$ cat config.mk
export PLATFORM = sky130hd
export DESIGN_NAME = multi_timer
export DESIGN_NICKNAME = d
export VERILOG_FILES = /design/src/rtl/multi_timer.sv
export SDC_FILE = /design/constraint.sdc
export NUM_CORES = 1
export LEC_CHECK = 0
export ABC_AREA = 1
export ABC_CLOCK_PERIOD_IN_PS = 5100
export CORE_UTILIZATION = 54
export CTS_CLUSTER_DIAMETER = 100
export DETAILED_ROUTE_END_ITERATION = 8
export HOLD_SLACK_MARGIN = 0.15
export PLACE_DENSITY = 0.84
export SYNTH_ARGS = -nofsm -noshare
export SYNTH_HDL_FRONTEND = slang
export SYNTH_SLANG_ARGS = --single-unit
$ cat constraint.sdc
create_clock -name clk -period 5.1 [get_ports clk]
set_clock_uncertainty 0.2 [all_clocks]
set_input_delay 1.02 -clock clk [delete_from_list [all_inputs] [get_ports clk]]
set_output_delay 1.02 -clock clk [all_outputs]
set_load 0.05 [all_outputs]
$ cat src/rtl/multi_timer.sv
// multi_timer: NCH independent down-counting timers behind a small
// word-addressed register file, with per-channel interrupt masking.
module multi_timer #(
  parameter int NCH   = 2,
  parameter int WIDTH = 32
) (
  input  logic        clk,
  input  logic        reset,
  input  logic [5:2]  Addr,
  input  logic        WE,
  input  logic [31:0] Din,
  output logic [31:0] Dout,
  output logic        IRQ
);

  typedef enum logic [1:0] {
    IDLE,
    LOAD,
    CNT,
    INT
  } state_t;

  localparam logic [1:0] R_CTRL   = 2'b00;
  localparam logic [1:0] R_PRESET = 2'b01;
  localparam logic [1:0] R_COUNT  = 2'b10;
  localparam logic [1:0] R_STATUS = 2'b11;
  localparam logic [1:0] M_RELOAD = 2'b01;
  localparam logic [1:0] M_FREE   = 2'b10;

  state_t           state     [NCH];
  state_t           state_nx  [NCH];
  logic [3:0]       ctrl      [NCH];
  logic [3:0]       ctrl_nx   [NCH];
  logic [WIDTH-1:0] preset    [NCH];
  logic [WIDTH-1:0] preset_nx [NCH];
  logic [WIDTH-1:0] count     [NCH];
  logic [WIDTH-1:0] count_nx  [NCH];
  logic [NCH-1:0]   pending;
  logic [NCH-1:0]   pending_nx;
  logic [NCH-1:0]   hit;
  logic [NCH-1:0]   irq_vec;
  logic [1:0]       sel;

  assign sel = Addr[3:2];

  always_comb begin
    hit = '0;
    for (int i = 0; i < NCH; i++)
      hit[i] = (Addr[5:4] == 2'(i));
  end

  // A CTRL/PRESET write to a channel freezes its FSM for that cycle.
  always_comb begin
    pending_nx = pending;
    for (int i = 0; i < NCH; i++) begin
      state_nx[i]  = state[i];
      ctrl_nx[i]   = ctrl[i];
      preset_nx[i] = preset[i];
      count_nx[i]  = count[i];
      if (WE && hit[i] && sel == R_CTRL) begin
        ctrl_nx[i]    = Din[3:0];
        pending_nx[i] = 1'b0;
      end else if (WE && hit[i] && sel == R_PRESET) begin
        preset_nx[i] = Din[WIDTH-1:0];
        count_nx[i]  = Din[WIDTH-1:0];
      end else begin
        if (WE && sel == R_STATUS && |hit && Din[i])
          pending_nx[i] = 1'b0;
        unique case (state[i])
          IDLE: begin
            if (ctrl[i][0])
              state_nx[i] = LOAD;
          end
          LOAD: begin
            count_nx[i] = preset[i];
            state_nx[i] = CNT;
          end
          CNT: begin
            if (ctrl[i][0]) begin
              if (ctrl[i][2:1] == M_FREE) begin
                count_nx[i] = count[i] - WIDTH'(1);
              end else if (count[i] == '0) begin
                state_nx[i] = INT;
              end else begin
                count_nx[i] = count[i] - WIDTH'(1);
                if (count[i] == WIDTH'(1))
                  state_nx[i] = INT;
              end
            end
          end
          INT: begin
            pending_nx[i] = 1'b1;
            if (ctrl[i][2:1] == M_RELOAD) begin
              state_nx[i] = LOAD;
            end else begin
              ctrl_nx[i][0] = 1'b0;
              state_nx[i]   = IDLE;
            end
          end
        endcase
      end
    end
  end

  always_ff @(posedge clk or posedge reset) begin
    if (reset) begin
      pending <= '0;
      for (int i = 0; i < NCH; i++) begin
        state[i]  <= IDLE;
        ctrl[i]   <= '0;
        preset[i] <= '0;
        count[i]  <= '0;
      end
    end else begin
      pending <= pending_nx;
      for (int i = 0; i < NCH; i++) begin
        state[i]  <= state_nx[i];
        ctrl[i]   <= ctrl_nx[i];
        preset[i] <= preset_nx[i];
        count[i]  <= count_nx[i];
      end
    end
  end

  always_comb begin
    Dout    = '0;
    irq_vec = '0;
    for (int i = 0; i < NCH; i++) begin
      irq_vec[i] = pending[i] & ctrl[i][3];
      if (hit[i]) begin
        case (sel)
          R_CTRL:   Dout = {28'd0, ctrl[i]};
          R_PRESET: Dout = 32'(preset[i]);
          R_COUNT:  Dout = 32'(count[i]);
          default:  Dout = 32'(pending);
        endcase
      end
    end
  end

  assign IRQ = |irq_vec;

endmodule

==> After elaboration in Yosys (flattened, before gate mapping) <==
Cells that the tools add are included.
{ "op_classes": {"addsub": 2, "multipliers": 0, "div": 0, "order_cmp": 0, "n_eq_ne": 32, "shifts": 0, "mux": 44, "n_bitwise": 6, "n_reduce_logical": 34} }
{ "op_table": {"columns": ["op", "n"], "rows": [
  ["$mux 32", 10],
  ["$pmux 32 s3", 2],
  ["$pmux 32 s2", 2],
  ["$eq 32x1->1 const B", 2],
  ["$logic_not 32->1", 2],
  ["$sub 32x1->32 const B", 2],
  ["$mux 2", 10],
  ["$ne 2x2->1 const B", 10],
  ["$mux 1", 18],
  ["$eq 2x2->1 const B", 8],
  ["$pmux 2 s4", 2],
  ["$eq 2x1->1 const B", 6],
  ["$ne 3x3->1 const B", 4],
  ["$reduce_and 6->1", 2],
  ["$reduce_bool 3->1", 4],
  ["$logic_and 1x1->1", 10],
  ["$logic_not 2->1", 4],
  ["$ne 4x4->1 const B", 2],
  ["$reduce_and 2->1", 4],
  ["$reduce_and 4->1", 2],
  ["$reduce_and 3->1", 2],
  ["$not 1->1", 4],
  ["$reduce_bool 2->1", 2],
  ["$reduce_or 2->1", 2],
  ["$and 1x1->1", 2]
]} }
{ "word_totals": {"reg_bits": 142, "latchBits": 0, "mem_bits_rw": 0, "rom_bits": 0, "out_inout_bits": 33, "word_cells": 130, "n_memories": 0} }

==> Depth between registers and ports, before layout <==
Gate-level depths: netlist of run 1.
{ "logic_depth": {"ltp_word": 8, "ltp_mapped": 13, "depth_no_buf": 12} }

==> Worst setup path before layout of run 1 <==
Ideal clock, no wire load.
{ "synth_path": {"kind": "input to output", "from": "in Addr[2] in the netlist's numbering", "to": "out Dout[1]", "arrival_ns": 2.684, "required_time_ns": 3.880, "slack_ns": 1.196, "path_stages": 7, "path_cell_list": "inv_2 > nor2_8 > inv_4 > clkbuf_1 > o22ai_1 > nor3_1 > o21ai_0"} }
{ "synth_via": {"elab_chain_len": 4, "word_cells_on_any_way": 7} }
{ "synth_rtl": {"columns": ["element", "line", "source"], "rows": [
  ["from (decl)", "9", "input logic [5:2] Addr,"],
  ["$eq 2x2->1, or another cell as far along", "131", "case (sel)"],
  ["$pmux 32 s3", "131", null],
  ["$mux 32", "130", "if (hit[i]) begin"],
  ["$mux 32 *", "130", null],
  ["to (decl)", "12", "output logic [31:0] Dout,"]
]} }
Every way passes the cells marked *; elsewhere a longest branch is shown, timed or not.

==> Final worst setup path of run 1 <==
{ "layout_path": {"from": "in Addr[3] in the netlist's numbering", "to": "out Dout[13]"} }
The elaborated chain is that of the path after synthesis.

==> results of run 1 <==
[routing by layer]
metal  share of wire (%)  vias to the layer above  global-route usage, %
met3                 9.9                       74                   8.13
met5                   0                        -                      0
li1                    -                     4904                      -
met4                 3.1                        0                   14.4
met2                  45                      621                   56.1
met1                  42                     4888                   51.9
[cell usage in the layout (no fill, tap or decap), types with 2 or more instances in the layout]
cell type	n
nand2_1	494
inv_1	164
nor2_1	149
dfrtp_1	142
o21ai_0	131
nand3_1	81
o22ai_1	61
a21oi_1	60
clkdlybuf4s50_1	39
buf_12	32
a22o_1	29
nand4_1	21
clkbuf_16	17
ha_1	13
o211ai_1	12
buf_4	12
o21ai_1	8
inv_2	7
nor3_1	7
nor2_4	5
bufinv_16	5
clkinv_4	4
clkinv_1	3
nor2_2	3
nand3b_1	3
inv_6	3
xor2_1	3
nand2_2	2
o2111ai_1	2
a21boi_0	2
[power by group through the flow]
stage,clock network [W],registers [W],logic [W]
final,0.00141,0.00204,0.00323
after floorplan,0,0.00188,0.00235
after detailed placement,0,0.00202,0.00312
after CTS,0.00140,0.00201,0.00316
after global placement,0,0.00201,0.00307
after global routing,0.00145,0.00208,0.00359
[worst min path at each step]
stage | to | depth (start not counted) | startpoint
after floorplan | preset[3] | 2 | preset[3]
after CTS | count[63] | 2 | count[63]
final | count[63] | 2 | count[63]
after global routing | count[33] | 2 | count[33]
after detailed placement | count[63] | 2 | count[63]
after global placement | count[63] | 2 | count[63]
[through the flow]
step | util, % | std cells
final | 65.7 | 1755
after global placement | 62.0 | 1724
after detailed placement | 62.0 | 1724
after floorplan | - | 1480
after CTS | 65.7 | 1755
after global routing | 65.7 | 1755
[cell type report]
class	count	area, sq um	share of cell area, %
multi-input cells	1098	5170	45.2
flip-flops and latches	142	3550	31.0
repair buffers	83	1120	9.80
inverters	176	668	5.84
clock buffers	19	443	3.87
well taps	225	282	2.46
clock inverters	12	210	1.84
[state kept, by name, summed over array words and instances (netlist names)]
register / count
count: 64
ctrl: 8
pending: 2
preset: 64
state: 4
[cells by family (layout without fill, tap and decap cells)]
group / Yosys count / in the layout / share of synthesized area, %
xor gates and xnor gates: 3 / 3 / 0.271
AOI/OAI and AO/OA: 313 / 313 / 18.9
DFF: 142 / 142 / 36.6
buffers and inverters: 240 / 290 / 10.1
and+or+nand+nor: 769 / 769 / 32.5
adders and majority gates: 13 / 13 / 1.68
[worst register-to-register path: stages (launching register included)]
cell	delay [ps]
dfrtp_1	430
inv_1	140
ha_1	160
buf_4	360
clkinv_1	370
buf_4	340
nor2_1	170
nor3_1	90
nand2_1	90
nand2_2	330
inv_2	550
nand2_1	120
nand3_1	110
==> results.yml, run 1 <==
timing:
  post-route-min-period_ps: 4540
  min_period_over_period_pct: 88.9
  slew_viol_final: 0
  fin_ws_ps: 564
  hold_viol: 0
  fmax_ghz: 0.220
  slew_headroom_pct: 43.1
  whs_ps: 320
  tightest_slew_ps: 854
  grt_setup_unrepaired: "false"
  tns_ps: 0
  setup-violations-final: 0
route:
  vias: 10500
  via_per_inst: 5.98
  dr.pass1.iters: 6
  routed_wl_mm: 33.3
  wl_per_cell_um: 19.0
  drcViolationCount: 0
  drt_iter0_drc: 1359
  ant_nets: 0
hold_path:
  hp-class: "flip-flop to flip-flop"
setup_path:
  cpPeakStageDelay_ps: 640
  crit_slowest_cell: "clkdlybuf4s50_1"
  worstPathMaxFanout: 54
  end_kind: "primary output"
  startpoint: "Addr[3]"
  r2r_slack_ps: 1600
  critical_path.n_buffers_inverters: 5
  path_cells: "clkdlybuf4s50_1 -> inv_2 -> nor2_4 -> clkinv_1 -> buf_4 -> o22ai_1 -> a22o_1 -> buf_12"
  rr_startpoint: "state[0]"
  crit_type: "input pin to primary output"
  path_delay_family: "buffers and inverters"
  rr_worst_depth: 12
  cp.arrival_ps: 3320
  required_ps: 3880
  endpoint: "Dout[13]"
  critPathLaunchType: "input pin"
  reg2reg_to: "count[14]"
  path_depth: 8
global_route:
  grtUsageTotal_pct: 37.3
  antenna_found_initial: 0
  overflow: 0
  grt_pass1_vias: 9549
  grt_first_pass_wirelength_mm: 52.1
  grt_start_max_net_pins: 91
floorplanning:
  initial_core_util_pct: 55.7
  pin_count: 72
  die_area_sq_um: 18500
  die_y_um: 136
  core_sq_um: 17400
  fp.dieW_um: 136
  rows: 48
cts:
  numCtsBuffers: 17
  cts_setup_buffers: 0
  cts.repair.resized: 0
  hold_buffers: 0
  cts.htree.levels: 4
  clock-sinks: 142
  cts_root_buf: "clkbuf_16"
  path_clk_slew_ps: 60
  cts_buffer_depth: 2
  cts_tree: "done"
  clk_latency_ps: 440
logic_synthesis:
  yosys_warnings: 0
  seq_area_frac_synth_pct: 36.6
  ys_ff_latch: 142
  synthCells: 1480
  post-synth-top-area-cell: "dfrtp_1"
  syn_area_sq_um: 9700
  synth-edff-count: 0
  synthFlopType: "dfrtp_1"
  synth_cell_types: 41
  synth_nets: 1532
  synthDominantCellAreaShare_pct: 36.6
  yosysMostFrequentCell: "nand2_1"
  synth_area_leaders: "dfrtp_1, nand2_1, o21ai_0"
  synth_commonest_cells: "nand2_1, inv_1, nor2_1, dfrtp_1, o21ai_0"
  async_reset_ff_share_pct: 100
  syn_avg_cell_area_sq_um: 6.55
placement:
  dpl_cell_area_sq_um: 10800
  io_buffers: 71
  dpl_worst_slack_ps: 604
  dp_hpwl_mm: 24.0
  gp_congestion: 1.00
final_layout:
  nets: 1570
  fillerInstances: 1530
  antennaDiodeCount: 0
  design_area_sq_um: 11400
  areaGrowthSynthToFinish_pct: 18.0
  drive_gt1_share_pct: 6.41
power_and_ir_drop:
  p_switching_w: 0.00317
  power.share.clock_pct: 21.1
  p_int_w: 0.00350
  power_frac_comb_pct: 48.4
  pwr_density_cell_nw_per_um2: 583
  p_sw_share_pct: 47.5
  p_leak_nw: 5.43
  ir_drop_uv: 369
  p_total_w: 0.00667
  pwr-share-seq_pct: 30.5
job:
  drv_cap: 0
status:
  status: "finished, final reports clean"
Note: power is estimated with default switching activity, not from simulation.
==> run 2: changes to the inputs <==
Settings changed: CTS_CLUSTER_SIZE set to 16.
==> results of run 2 <==
No change in the layout: final DEF, timing and power equal those of run 1.
==> run 3: changes to the inputs <==
Settings changed: ABC_CLOCK_PERIOD_IN_PS 5100 to 5700, CORE_UTILIZATION 54 to 60, PLACE_DENSITY 0.84 to 0.88.
Clock period 5.1 ns to 5.7 ns, I/O delays scaled along.
==> run 3 against run 2 <==
Die area fell by 9.9%. Final cell count is 0.57% lower. Largest power group unchanged. Combinational power shrank 15%. Highest routed layer unchanged. Power decreased by 15%. Clock-buffer cell count down 1. Clock power is 21% lower. Sequential share of layout area increased by 1.4 points. Critical endpoint is now Dout[2]. Global-route usage is 1.6 points higher. Core utilization rose by 3.4 points. Critical path depth is the same.
==> results.yml, run 3 (same netlist as run 1, synthesis figures left out) <==
cts:
  cts_setup_buffers: 0
  cts.repair.resized: 0
  clk_latency_ps: 450
  cts.htree.levels: 4
  cts_root_buf: "clkbuf_16"
  cts_buffer_depth: 2
  cts_tree: "done"
  hold_buffers: 0
  numCtsBuffers: 17
  clock-sinks: 142
  path_clk_slew_ps: 60
placement:
  gp_congestion: 0.979
  dp_hpwl_mm: 22.7
  io_buffers: 71
  dpl_worst_slack_ps: 784
power_and_ir_drop:
  power_frac_comb_pct: 48.4
  p_sw_share_pct: 48.6
  p_total_w: 0.00566
  p_switching_w: 0.00275
  pwr-share-seq_pct: 32.0
  p_int_w: 0.00291
  p_leak_nw: 5.26
  power.share.clock_pct: 19.6
  pwr_density_cell_nw_per_um2: 517
  ir_drop_uv: 404
global_route:
  grtUsageTotal_pct: 38.8
  grt_start_max_net_pins: 91
  grt_first_pass_wirelength_mm: 48.9
  overflow: 0
  antenna_found_initial: 0
  grt_pass1_vias: 9068
floorplanning:
  fp.dieW_um: 129
  initial_core_util_pct: 61.3
  rows: 46
  core_sq_um: 15800
  pin_count: 72
  die_y_um: 129
  die_area_sq_um: 16700
setup_path:
  critical_path.n_buffers_inverters: 4
  worstPathMaxFanout: 61
  end_kind: "primary output"
  crit_slowest_cell: "clkdlybuf4s50_1"
  cpPeakStageDelay_ps: 830
  cp.arrival_ps: 3580
  path_cells: "clkdlybuf4s50_1 -> inv_2 -> nor2_8 -> inv_4 -> o22ai_1 -> a21oi_1 -> o22ai_1 -> clkdlybuf4s50_1"
  critPathLaunchType: "input pin"
  path_delay_family: "buffers and inverters"
  required_ps: 4360
  crit_type: "input pin to primary output"
final_layout:
  nets: 1568
  areaGrowthSynthToFinish_pct: 12.8
  final_common_cell: "nand2_1"
  antennaDiodeCount: 0
  layout_common_cells: "nand2_1, inv_1, nor2_1"
  drive_gt1_share_pct: 6.21
  final_util_pct: 69.1
  largestRegisters: "count: 64 flops, preset: 64 flops, ctrl: 8 flops"
route:
  routed_wl_mm: 31.7
  drt_iter0_drc: 1399
  via_per_inst: 5.91
  drcViolationCount: 0
  ant_nets: 0
  vias: 10300
  dr.pass1.iters: 6
  wl_per_cell_um: 18.1
timing:
  slew_viol_final: 0
  tns_ps: 0
  slew_headroom_pct: 39.9
  fmax_ghz: 0.203
  min_period_over_period_pct: 86.3
  setup-violations-final: 0
  grt_setup_unrepaired: "false"
  post-route-min-period_ps: 4920
  fin_ws_ps: 779
  hold_viol: 0
  tightest_slew_ps: 896
job:
  drv_cap: 0
hold_path:
  hp-class: "flip-flop to flip-flop"
status:
  status: "finished, final reports clean"
run 3: cell count changes in the layout (fill, tap and decap cells not counted):
cell / delta
clkinv_2: +3
buf_12: -32
inv_6: -1
clkbuf_8: -1
clkinv_4: -3
clkdlybuf4s50_1: +2
buf_4: +28
clkinvlp_4: +6
bufinv_16: -3
run 3: stage by stage:
stage	instance area, sq um	instances	hold slack [ps]
after global placement	10400	1713	293
after detailed placement	10400	1713	291
after floorplan	9700	1480	259
after CTS	10900	1745	307
final	10900	1745	311
after global routing	10900	1745	340
run 3: worst register-to-register path: cells and delay by family (launching register included):
family                     cells  cell delay (ps)
adders and majority gates      1              170
and+or+nand+nor                6             1080
DFF                            1              450
buffers and inverters          5             2060
run 3: final cells by class:
cell class              instances  area (sq um)
multi-input cells            1098          5170
fillers                      1388          4880
flip-flops and latches        142          3550
repair buffers                 81           711
inverters                     176           668
clock buffers                  18           429
well taps                     216           270
clock inverters                14           145
run 3: power by group through the flow:
stage	Clock (W)	Combinational (W)	Sequential [W]
after CTS	0.00111	0.00268	0.00179
after global placement	0	0.00259	0.00179
after detailed placement	0	0.00266	0.00180
after floorplan	0	0.00210	0.00168
after global routing	0.00115	0.00306	0.00186
final	0.00111	0.00274	0.00181
run 3: final timing paths:
kind                       startpoint        end  slack (ps)  depth (start not counted)
min in group asynchronous       reset  preset[2]         990                          2
min reg2reg                 count[63]  count[63]         310                          2
max in group asynchronous       reset    ctrl[6]        3290                          3
max                           Addr[2]    Dout[2]         780                          8
max reg2reg                  state[0]  count[14]        1680                         12
min                         count[63]  count[63]         310                          2
run 3: routing by layer:
metal / track usage [%] / routed length [um]
met1: 56.3 / 13400
met2: 56.5 / 13700
met3: 7.93 / 3400
met4: 15.6 / 1190
met5: 0 / 0
